## config.mk

```make
export PLATFORM = sky130hd
export DESIGN_NAME = traffic_lamp_monitor
export DESIGN_NICKNAME = d
export VERILOG_FILES = /design/src/rtl/traffic_pkg.sv /design/src/rtl/road_seq_checker.sv /design/src/rtl/traffic_lamp_monitor.sv
export SDC_FILE = /design/constraint.sdc
export NUM_CORES = 1
export LEC_CHECK = 0
export ABC_AREA = 1
export BUFFER_PORTS_ARGS = -buffer_cell sky130_fd_sc_hd__buf_4
export CAP_MARGIN = 20
export CORE_UTILIZATION = 58
export CTS_BUF_LIST = sky130_fd_sc_hd__clkbuf_16
export CTS_CLUSTER_DIAMETER = 200
export DETAILED_ROUTE_END_ITERATION = 10
export PLACE_DENSITY = 0.79
export REMOVE_ABC_BUFFERS = 1
export SYNTH_ARGS = -nofsm -noshare
export SYNTH_HDL_FRONTEND = slang
export SYNTH_HIERARCHICAL = 1
export SYNTH_SLANG_ARGS = --single-unit
```

## constraint.sdc

```tcl
create_clock -name clk -period 2.5 [get_ports clk]
set_input_delay 0.5 -clock clk [delete_from_list [all_inputs] [get_ports clk]]
set_output_delay 0.5 -clock clk [all_outputs]
set_load 0.02 [all_outputs]
```

## src/rtl/traffic_pkg.sv

```systemverilog
// Shared types and constants for the 3-road traffic lamp monitor: road codes,
// colour and state enums, lamp encodings and fault-cause bit positions.
package traffic_pkg;

    localparam logic [3:0] ROAD1_R = 4'd0;
    localparam logic [3:0] ROAD1_Y = 4'd1;
    localparam logic [3:0] ROAD1_G = 4'd2;
    localparam logic [3:0] ROAD2_R = 4'd3;
    localparam logic [3:0] ROAD2_Y = 4'd4;
    localparam logic [3:0] ROAD2_G = 4'd5;
    localparam logic [3:0] ROAD3_R = 4'd6;
    localparam logic [3:0] ROAD3_Y = 4'd7;
    localparam logic [3:0] ROAD3_G = 4'd8;

    typedef enum logic [1:0] {
        RED     = 2'd0,
        YELLOW  = 2'd1,
        GREEN   = 2'd2,
        INVALID = 2'd3
    } colour_t;

    localparam logic [2:0] LAMP_R   = 3'b100;
    localparam logic [2:0] LAMP_Y   = 3'b010;
    localparam logic [2:0] LAMP_G   = 3'b001;
    localparam logic [2:0] LAMP_OFF = 3'b000;

    localparam int CAUSE_INVALID     = 0;
    localparam int CAUSE_MULTI_GREEN = 1;
    localparam int CAUSE_TRANSITION  = 2;
    localparam int CAUSE_WATCHDOG    = 3;

    typedef enum logic [1:0] {
        ST_NORMAL  = 2'd0,
        ST_FAULT   = 2'd1,
        ST_RECOVER = 2'd2
    } mon_state_t;

    function automatic logic [2:0] colour_lamp(input colour_t c);
        case (c)
            RED:     return LAMP_R;
            YELLOW:  return LAMP_Y;
            GREEN:   return LAMP_G;
            default: return LAMP_OFF;
        endcase
    endfunction

endpackage

```

## src/rtl/road_seq_checker.sv

```systemverilog
// Per-road decoder and sequence checker: tracks the previous colour and the
// yellow run length, and flags illegal transitions and yellow->green onsets.
module road_seq_checker
    import traffic_pkg::*;
#(
    parameter logic [3:0] BASE_CODE  = 4'd0,
    parameter int         MIN_YELLOW = 2
) (
    input  logic       clk,
    input  logic       rst,
    input  logic [3:0] code,
    input  logic       track,
    output colour_t    colour,
    output logic       valid,
    output logic       illegal_trans,
    output logic       green_onset
);

    localparam int               RUN_W   = $clog2(MIN_YELLOW + 1);
    localparam logic [RUN_W-1:0] RUN_MAX = RUN_W'(MIN_YELLOW);

    colour_t          prev_reg, prev_next;
    logic [RUN_W-1:0] run_reg, run_next;
    logic             trans_ok;

    // Codes of every road are laid out as base+{0,1,2} for R/Y/G.
    always_comb begin
        colour = INVALID;
        if (code == BASE_CODE)
            colour = RED;
        else if (code == BASE_CODE + (ROAD1_Y - ROAD1_R))
            colour = YELLOW;
        else if (code == BASE_CODE + (ROAD1_G - ROAD1_R))
            colour = GREEN;
    end

    assign valid = (colour != INVALID);

    always_comb begin
        trans_ok = 1'b0;
        case (prev_reg)
            RED:     trans_ok = (colour == RED)    || (colour == YELLOW);
            YELLOW:  trans_ok = (colour == YELLOW) || (colour == GREEN);
            GREEN:   trans_ok = (colour == GREEN)  || (colour == RED);
            default: trans_ok = 1'b0;
        endcase
    end

    assign green_onset   = (prev_reg == YELLOW) && (colour == GREEN);
    assign illegal_trans = valid && (!trans_ok || (green_onset && (run_reg < RUN_MAX)));

    // Invalid codes leave the history untouched so a glitch cannot fake a legal sequence.
    always_comb begin
        prev_next = prev_reg;
        run_next  = run_reg;
        if (track && valid) begin
            prev_next = colour;
            if (colour == YELLOW)
                run_next = (run_reg == RUN_MAX) ? run_reg : run_reg + 1'b1;
            else
                run_next = '0;
        end
    end

    always_ff @(posedge clk or posedge rst) begin
        if (rst) begin
            prev_reg <= RED;
            run_reg  <= '0;
        end else begin
            prev_reg <= prev_next;
            run_reg  <= run_next;
        end
    end

endmodule

```

## src/rtl/traffic_lamp_monitor.sv

```systemverilog
// Safety monitor behind the 3-road light controller: registered lamp decode,
// conflict/sequence/watchdog checks, latched fault with red flash, all-red recovery.
module traffic_lamp_monitor
    import traffic_pkg::*;
#(
    parameter int MIN_YELLOW   = 2,
    parameter int FLASH_HALF   = 4,
    parameter int ALL_RED_TIME = 3,
    parameter int WDOG_CYCLES  = 32
) (
    input  logic       clk,
    input  logic       rst,
    input  logic [3:0] road1_code,
    input  logic [3:0] road2_code,
    input  logic [3:0] road3_code,
    input  logic       fault_clr,
    output logic [2:0] lamp1,
    output logic [2:0] lamp2,
    output logic [2:0] lamp3,
    output logic       fault,
    output logic [3:0] fault_cause,
    output logic [1:0] state_o
);

    localparam int FLASH_PERIOD = 2 * FLASH_HALF;
    localparam int FLASH_W      = $clog2(FLASH_PERIOD);
    localparam int REC_W        = $clog2(ALL_RED_TIME + 1);
    localparam int WDOG_W       = $clog2(WDOG_CYCLES);

    localparam logic [FLASH_W-1:0] FLASH_LAST = FLASH_W'(FLASH_PERIOD - 1);
    localparam logic [FLASH_W-1:0] FLASH_ON   = FLASH_W'(FLASH_HALF);
    localparam logic [REC_W-1:0]   REC_MIN    = REC_W'(ALL_RED_TIME);
    localparam logic [WDOG_W-1:0]  WDOG_LAST  = WDOG_W'(WDOG_CYCLES - 1);

    logic [3:0]         road_code [3];
    colour_t            road_colour [3];
    logic [2:0]         road_valid, road_illegal, road_onset, is_green;
    logic [2:0][2:0]    decoded;
    logic               track, any_onset, multi_green;
    logic [3:0]         detect;

    mon_state_t         state_reg, state_next;
    logic [2:0][2:0]    lamp_reg, lamp_next;
    logic [3:0]         cause_reg, cause_next;
    logic [WDOG_W-1:0]  wdog_reg, wdog_next;
    logic [FLASH_W-1:0] flash_reg, flash_next;
    logic [REC_W-1:0]   rec_reg, rec_next;

    assign road_code[0] = road1_code;
    assign road_code[1] = road2_code;
    assign road_code[2] = road3_code;

    // History is frozen in FAULT; RECOVER keeps tracking so the exit is seamless.
    assign track = (state_reg != ST_FAULT);

    genvar gi;
    generate
        for (gi = 0; gi < 3; gi++) begin : g_road
            localparam logic [3:0] BASE = (gi == 0) ? ROAD1_R : (gi == 1) ? ROAD2_R : ROAD3_R;

            road_seq_checker #(
                .BASE_CODE  (BASE),
                .MIN_YELLOW (MIN_YELLOW)
            ) u_checker (
                .clk           (clk),
                .rst           (rst),
                .code          (road_code[gi]),
                .track         (track),
                .colour        (road_colour[gi]),
                .valid         (road_valid[gi]),
                .illegal_trans (road_illegal[gi]),
                .green_onset   (road_onset[gi])
            );

            assign is_green[gi] = (road_colour[gi] == GREEN);
            assign decoded[gi]  = colour_lamp(road_colour[gi]);
        end
    endgenerate

    assign any_onset   = |road_onset;
    assign multi_green = (is_green[0] & is_green[1]) | (is_green[0] & is_green[2]) |
                         (is_green[1] & is_green[2]);

    always_comb begin
        detect                    = '0;
        detect[CAUSE_INVALID]     = ~&road_valid;
        detect[CAUSE_MULTI_GREEN] = multi_green;
        detect[CAUSE_TRANSITION]  = |road_illegal;
        detect[CAUSE_WATCHDOG]    = (wdog_reg == WDOG_LAST) && !any_onset;
    end

    always_comb begin
        state_next = state_reg;
        lamp_next  = lamp_reg;
        cause_next = cause_reg;
        wdog_next  = wdog_reg;
        flash_next = flash_reg;
        rec_next   = rec_reg;
        case (state_reg)
            ST_NORMAL: begin
                if (|detect) begin
                    state_next = ST_FAULT;
                    cause_next = cause_reg | detect;
                    flash_next = '0;
                    lamp_next  = {3{LAMP_R}};
                end else begin
                    lamp_next = decoded;
                    wdog_next = any_onset ? '0 : wdog_reg + 1'b1;
                end
            end
            ST_FAULT: begin
                if (fault_clr) begin
                    state_next = ST_RECOVER;
                    cause_next = '0;
                    rec_next   = '0;
                    lamp_next  = {3{LAMP_R}};
                end else begin
                    flash_next = (flash_reg == FLASH_LAST) ? '0 : flash_reg + 1'b1;
                    lamp_next  = (flash_next < FLASH_ON) ? {3{LAMP_R}} : {3{LAMP_OFF}};
                end
            end
            ST_RECOVER: begin
                lamp_next = {3{LAMP_R}};
                if ((rec_reg >= REC_MIN) && any_onset) begin
                    state_next = ST_NORMAL;
                    lamp_next  = decoded;
                    wdog_next  = '0;
                end else if (rec_reg < REC_MIN) begin
                    rec_next = rec_reg + 1'b1;
                end
            end
            default: begin
                state_next = ST_RECOVER;
                lamp_next  = {3{LAMP_R}};
            end
        endcase
    end

    always_ff @(posedge clk or posedge rst) begin
        if (rst) begin
            state_reg <= ST_RECOVER;
            lamp_reg  <= {3{LAMP_R}};
            cause_reg <= '0;
            wdog_reg  <= '0;
            flash_reg <= '0;
            rec_reg   <= '0;
        end else begin
            state_reg <= state_next;
            lamp_reg  <= lamp_next;
            cause_reg <= cause_next;
            wdog_reg  <= wdog_next;
            flash_reg <= flash_next;
            rec_reg   <= rec_next;
        end
    end

    assign lamp1       = lamp_reg[0];
    assign lamp2       = lamp_reg[1];
    assign lamp3       = lamp_reg[2];
    assign fault       = (state_reg == ST_FAULT);
    assign fault_cause = cause_reg;
    assign state_o     = state_reg;

endmodule

```

# Word-level counts from Yosys, hierarchy flattened
# Cells that the tools add are included.
[classes]
magnitude_cmp = 6
add_sub_neg = 6
mux = 45
bitwise = 6
n_reduce_logical = 54
eq_ne = 41
[ops]
columns = ["op", "n"]
rows = [
  ["$mux 2", 18],
  ["$mux 9", 4],
  ["$pmux 3 s3", 3],
  ["$pmux 9 s3", 1],
  ["$ne 2x2->1 const B", 13],
  ["$eq 2x2->1 const B", 10],
  ["$eq 4x3->1 const B", 4],
  ["$mux 5", 3],
  ["$reduce_and 3->1", 5],
  ["$eq 2x1->1 const B", 7],
  ["$logic_and 1x1->1", 14],
  ["$logic_not 2->1", 7],
  ["$logic_or 1x1->1", 12],
  ["$pmux 5 s2", 1],
  ["$mux 3", 3],
  ["$pmux 1 s3", 3],
  ["$add 2x1->2 const B", 4],
  ["$eq 4x2->1 const B", 2],
  ["$lt 2x2->1 const B", 4],
  ["$mux 4", 2],
  ["$pmux 4 s2", 1],
  ["$pmux 2 s3", 1],
  ["$pmux 3 s2", 1],
  ["$reduce_and 2->1", 3],
  ["other kinds (20)", 32],
]
[totals]
input_bits = 15
out_inout_bits = 16
ff_bits = 37

# Logic depth before layout (Yosys ltp)
[logic_depth]
word_depth = 14
depth_mapped = 18
ltp_nobuf = 18

# Modules after synthesis
# The synthesis kept the hierarchy.
[by_module_without_submodules]
columns = ["module", "cells_each", "area_each_um2", "n_inst"]
rows = [
  ["traffic_lamp_monitor", 160, 1273.7, 1],
  ["road_seq_checker (g_road[1].u_checker)", 56, 415.4, 1],
  ["road_seq_checker (g_road[2].u_checker)", 51, 377.9, 1],
  ["road_seq_checker (g_road[0].u_checker)", 47, 369.1, 1],
]

# Worst setup path after synthesis
# No wires, ideal clock.
[synth_timing]
path_type = "input -> register"
start = "input road1_code[3]"
end = "register flash_reg[0]"
setup_time_ns = 0.116
required_ns = 2.384
slack_ns = 0.644
cell_stages = 16
t_arrival_ns = 1.740
path_cell_list = "nor2_4 -> nand2_2 -> nand2_1 -> nand3_1 -> nand2_1 -> a21oi_1 -> inv_1 -> nand2_1 -> nor2_1 -> nand2_1 -> nor2_1 -> nand2_1 -> nand2_1 -> nand2_1 -> nand2_1 -> nand2_1"
[synth_rtl]
columns = ["item", "line", "source"]
rows = [
  ["from (decl)", "traffic_lamp_monitor.sv:13", "input logic [3:0] road1_code,"],
  ["to (signal assigned)", "traffic_lamp_monitor.sv:152", "flash_reg <= flash_next;"],
  ["to (decl)", "traffic_lamp_monitor.sv:46", "logic [FLASH_W-1:0] flash_reg, flash_next;"],
]

==> impl_metrics.sql <==
INSERT INTO impl_metrics (metric_group, metric, value, unit) VALUES
('status', 'status', 'finished, final reports clean', ''),
('layout', 'insertedDiodeCount', '0', ''),
('clock_tree', 'deepest_level_of_the_cts_h_tree', '2', ''),
('synth', 'post_synth_fa_ha_maj_area_fraction', '10.3', '%'),
('setup_path', 'cell_depth_of_the_worst_flop_to_flop_path', '17', ''),
('layout', 'stdcell_count', '402', ''),
('layout', 'final_cell_mix', 'sky130_fd_sc_hd__nand2_1, sky130_fd_sc_hd__inv_1, sky130_fd_sc_hd__dfrtp_1', ''),
('setup_path', 'crit_chain', 'inv_1 -> ha_1 -> inv_1 -> nand3_1 -> nand2_1 -> nand3_1 -> nand2_1 -> a21oi_1 -> inv_1 -> nand2_1 -> nor2_1 -> nand2_1 -> nor2_1 -> nand3_2 -> nand2_2 -> inv_2 -> nor2_1', ''),
('synth', 'synth.ff_latch_count', '37', ''),
('floorplanning', 'boundaryPins', '31', ''),
('global_route', 'globalRoute.totalOverflow', '0', ''),
('global_route', 'antenna_violations_before_repair', '0', ''),
('route', 'via_per_inst', '5.08', ''),
('timing', 'finalHoldViolCount', '0', ''),
('timing', 'final.hold.worst_slack', '0.129', 'ns'),
('route', 'drtAntennaViolNets', '0', ''),
('timing', 'timing.max_slew.rel_slack', '70.4', '%'),
('route', 'avgRoutedWirePerCell', '12.5', 'um'),
('synth', 'synth.yosys.warnings', '6', ''),
('setup_path', 'critPathMostFrequentCell', 'sky130_fd_sc_hd__nand2_1', ''),
('clock_tree', 'worstSkewPairLatency', '0.28', 'ns'),
('clock_tree', 'cts_tree', 'done', ''),
('clock_tree', 'clkSlewWorstSetupHoldPaths', '0.06', 'ns'),
('setup_path', 'critPathMaxStageDelay', '0.39', 'ns'),
('setup_path', 'path_max_fanout', '8', ''),
('route', 'route.final.wire_length', '5040', 'um'),
('synth', 'xor_xnor_fraction_of_synth_area', '0.360', '%'),
('timing', 'drv_slew', '0', ''),
('global_route', 'grt_start_max_net_pins', '26', ''),
('timing', 'final_period_minus_worst_setup_slack', '2.14', 'ns'),
('synth', 'combinational_family_with_the_most_area_after_synthesis', 'simple AND/OR/NAND/NOR gates', ''),
('synth', 'synthSimpleGateAreaFrac', '33.3', '%'),
('floorplanning', 'std_cell_rows', '23', ''),
('route', 'detail_route.drc_violations', '0', ''),
('synth', 'synthCells', '314', ''),
('synth', 'synth.mux.area_fraction', '0', '%'),
('timing', 'grt_setup_unrepaired', 'no', ''),
('global_route', 'grt_util_all_layers', '25.9', '%'),
('synth', 'syn_area_per_cell', '7.76', 'um2'),
('setup_path', 'endpoint_required_time_on_the_critical_path', '2.69', 'ns'),
('timing', 'timing.setup.tns', '0', 'ns'),
('power_and_ir_drop', 'power.static_leakage', '0.00157', 'uW'),
('layout', 'multi_input_comb_area', '0.00125', 'mm2'),
('timing', 'setup_viol', '0', ''),
('clock_tree', 'post_cts_hold_buffer_count', '0', ''),
('setup_path', 'start_kind', 'register', ''),
('timing', 'final_min_period_over_clock_period', '85.6', '%'),
('clock_tree', 'clock-sinks', '37', ''),
('power_and_ir_drop', 'power_density', '855', 'mW/mm2'),
('clock_tree', 'numCtsBuffers', '5', ''),
('clock_tree', 'clock_tree.buffer_depth', '2', ''),
('place', 'hpwlAfterDp', '3920', 'um'),
('power_and_ir_drop', 'vdd.ir_drop.worst', '519', 'uV'),
('layout', 'synthToLayoutAreaGrowth', '18.5', '%'),
('clock_tree', 'number_of_setup_buffers_added_after_cts', '0', ''),
('global_route', 'global_route_wire_length_before_repair', '8630', 'um'),
('place', 'placedCellCount', '394', ''),
('floorplanning', 'die_w', '66.8', 'um'),
('hold_path', 'class_of_the_tightest_hold_or_removal_check', 'input pin to asynchronous set/reset pin', ''),
('timing', 'clock_tree_skew_after_final_layout', '0.00696', 'ns'),
('clock_tree', 'cts-root-buf', 'sky130_fd_sc_hd__clkbuf_16', ''),
('setup_path', 'crit_type', 'register to register', ''),
('synth', 'synth.lib_cells_used.distinct', '32', ''),
('place', 'io_buffer_count', '30', ''),
('floorplanning', 'initial_core_utilization', '60.5', '%'),
('global_route', 'first_global_vias', '1931', ''),
('synth', 'synth_area', '0.00244', 'mm2'),
('flow_run', 'timing.max_cap.violations', '0', ''),
('layout', 'final_layout_size_suffix_gt1_share', '22.7', '%'),
('route', 'initialDrtViolationCount', '180', ''),
('floorplanning', 'die_outline_area', '0.00446', 'mm2');
[worst paths after layout]
check | start | slack [ns] | endpoint
setup / recovery | g_road[0].u_checker/prev_reg[0] | 0.36 | lamp1[0]
hold / removal | rst | 0.13 | g_road[0].u_checker/prev_reg[0]
setup reg to reg | g_road[0].u_checker/prev_reg[0] | 0.36 | lamp1[0]
hold reg to reg | g_road[2].u_checker/run_reg[0] | 0.47 | g_road[2].u_checker/run_reg[0]
max in group asynchronous | rst | 1.90 | lamp1[2]
min in group clk | g_road[2].u_checker/run_reg[0] | 0.47 | g_road[2].u_checker/run_reg[0]
[stage by stage]
step | utilization, % | cell area, um2 | total power (uW) | setup slack (ns)
4_1_cts | 71.6 | 2890 | 2470 | 0.366
2_1_floorplan | - | 2430 | 1470 | 0.643
3_5_place_dp | 67.6 | 2720 | 1760 | 0.216
3_3_place_gp | 67.6 | 2720 | 1730 | 0.294
6_report | 71.6 | 2890 | 2470 | 0.361
5_1_grt | 71.6 | 2890 | 2630 | 0.209
[layout make-up]
| cell class | instances | area share (%) |
|---|---|---|
| clock buffer | 5 | 4.33 |
| clock inverter | 3 | 1.30 |
| inverter | 66 | 8.58 |
| tap | 50 | 2.17 |
| timing repair buffer | 31 | 8.06 |
| multi-input combinational | 210 | 43.3 |
| sequential | 37 | 32.2 |
[cells in the mapped netlist, drive strengths merged]
| library cell | instances | share of area, % |
|---|---|---|
| nor3 | 2 | 0.62 |
| a22o | 1 | 0.36 |
| dfstp | 4 | 4.3 |
| nand4 | 8 | 2.1 |
| buf | 1 | 0.31 |
| nor4 | 1 | 0.26 |
| o21bai | 1 | 0.31 |
| o22ai | 1 | 0.51 |
| inv | 65 | 10 |
| clkinv | 1 | 0.15 |
| xor2 | 1 | 0.36 |
| ha | 20 | 10 |
| or2 | 1 | 0.26 |
| dfrtp | 33 | 34 |
| a21oi | 12 | 3.2 |
| nor2 | 39 | 7.9 |
| a21boi | 1 | 0.31 |
| nand3b | 1 | 0.31 |
| nand3 | 31 | 7.8 |
| nand2 | 77 | 14 |
| o21ai | 13 | 2.7 |
[worst max-delay path, delay by kind of cell (launching register included)]
kind                     cells  cell delay [ns]
AO/OA/AOI/OAI                1             0.06
adder cells (fa/ha/maj)      1             0.19
AND/OR/NAND/NOR             11             1.13
buffers and inverters        4             0.29
flip-flops                   1             0.39
[where the power goes]
group	leakage, uW	switching (uW)	internal [uW]
clock network	0.0000826	235	463
logic	0.00100	570	314
registers	0.000480	133	751
[cells by family after synthesis]
family,count (synthesis)
AND/OR/NAND/NOR,160
buffers and inverters,67
AO/OA/AOI/OAI,29
XOR/XNOR,1
adder cells (fa/ha/maj),20
flip-flops,37
[metal layers]
metal  routed length, um  up-vias  part of all wire (%)  track usage, %
met4                  61        0                   1.2            7.45
li1                    -     1058                     -               -
met3                 194        6                   3.8            4.11
met1                2340      932                    46            33.8
met2                2450       45                    48            43.8
met5                   0        -                     0               0
Power figures use the tool's default switching activity.
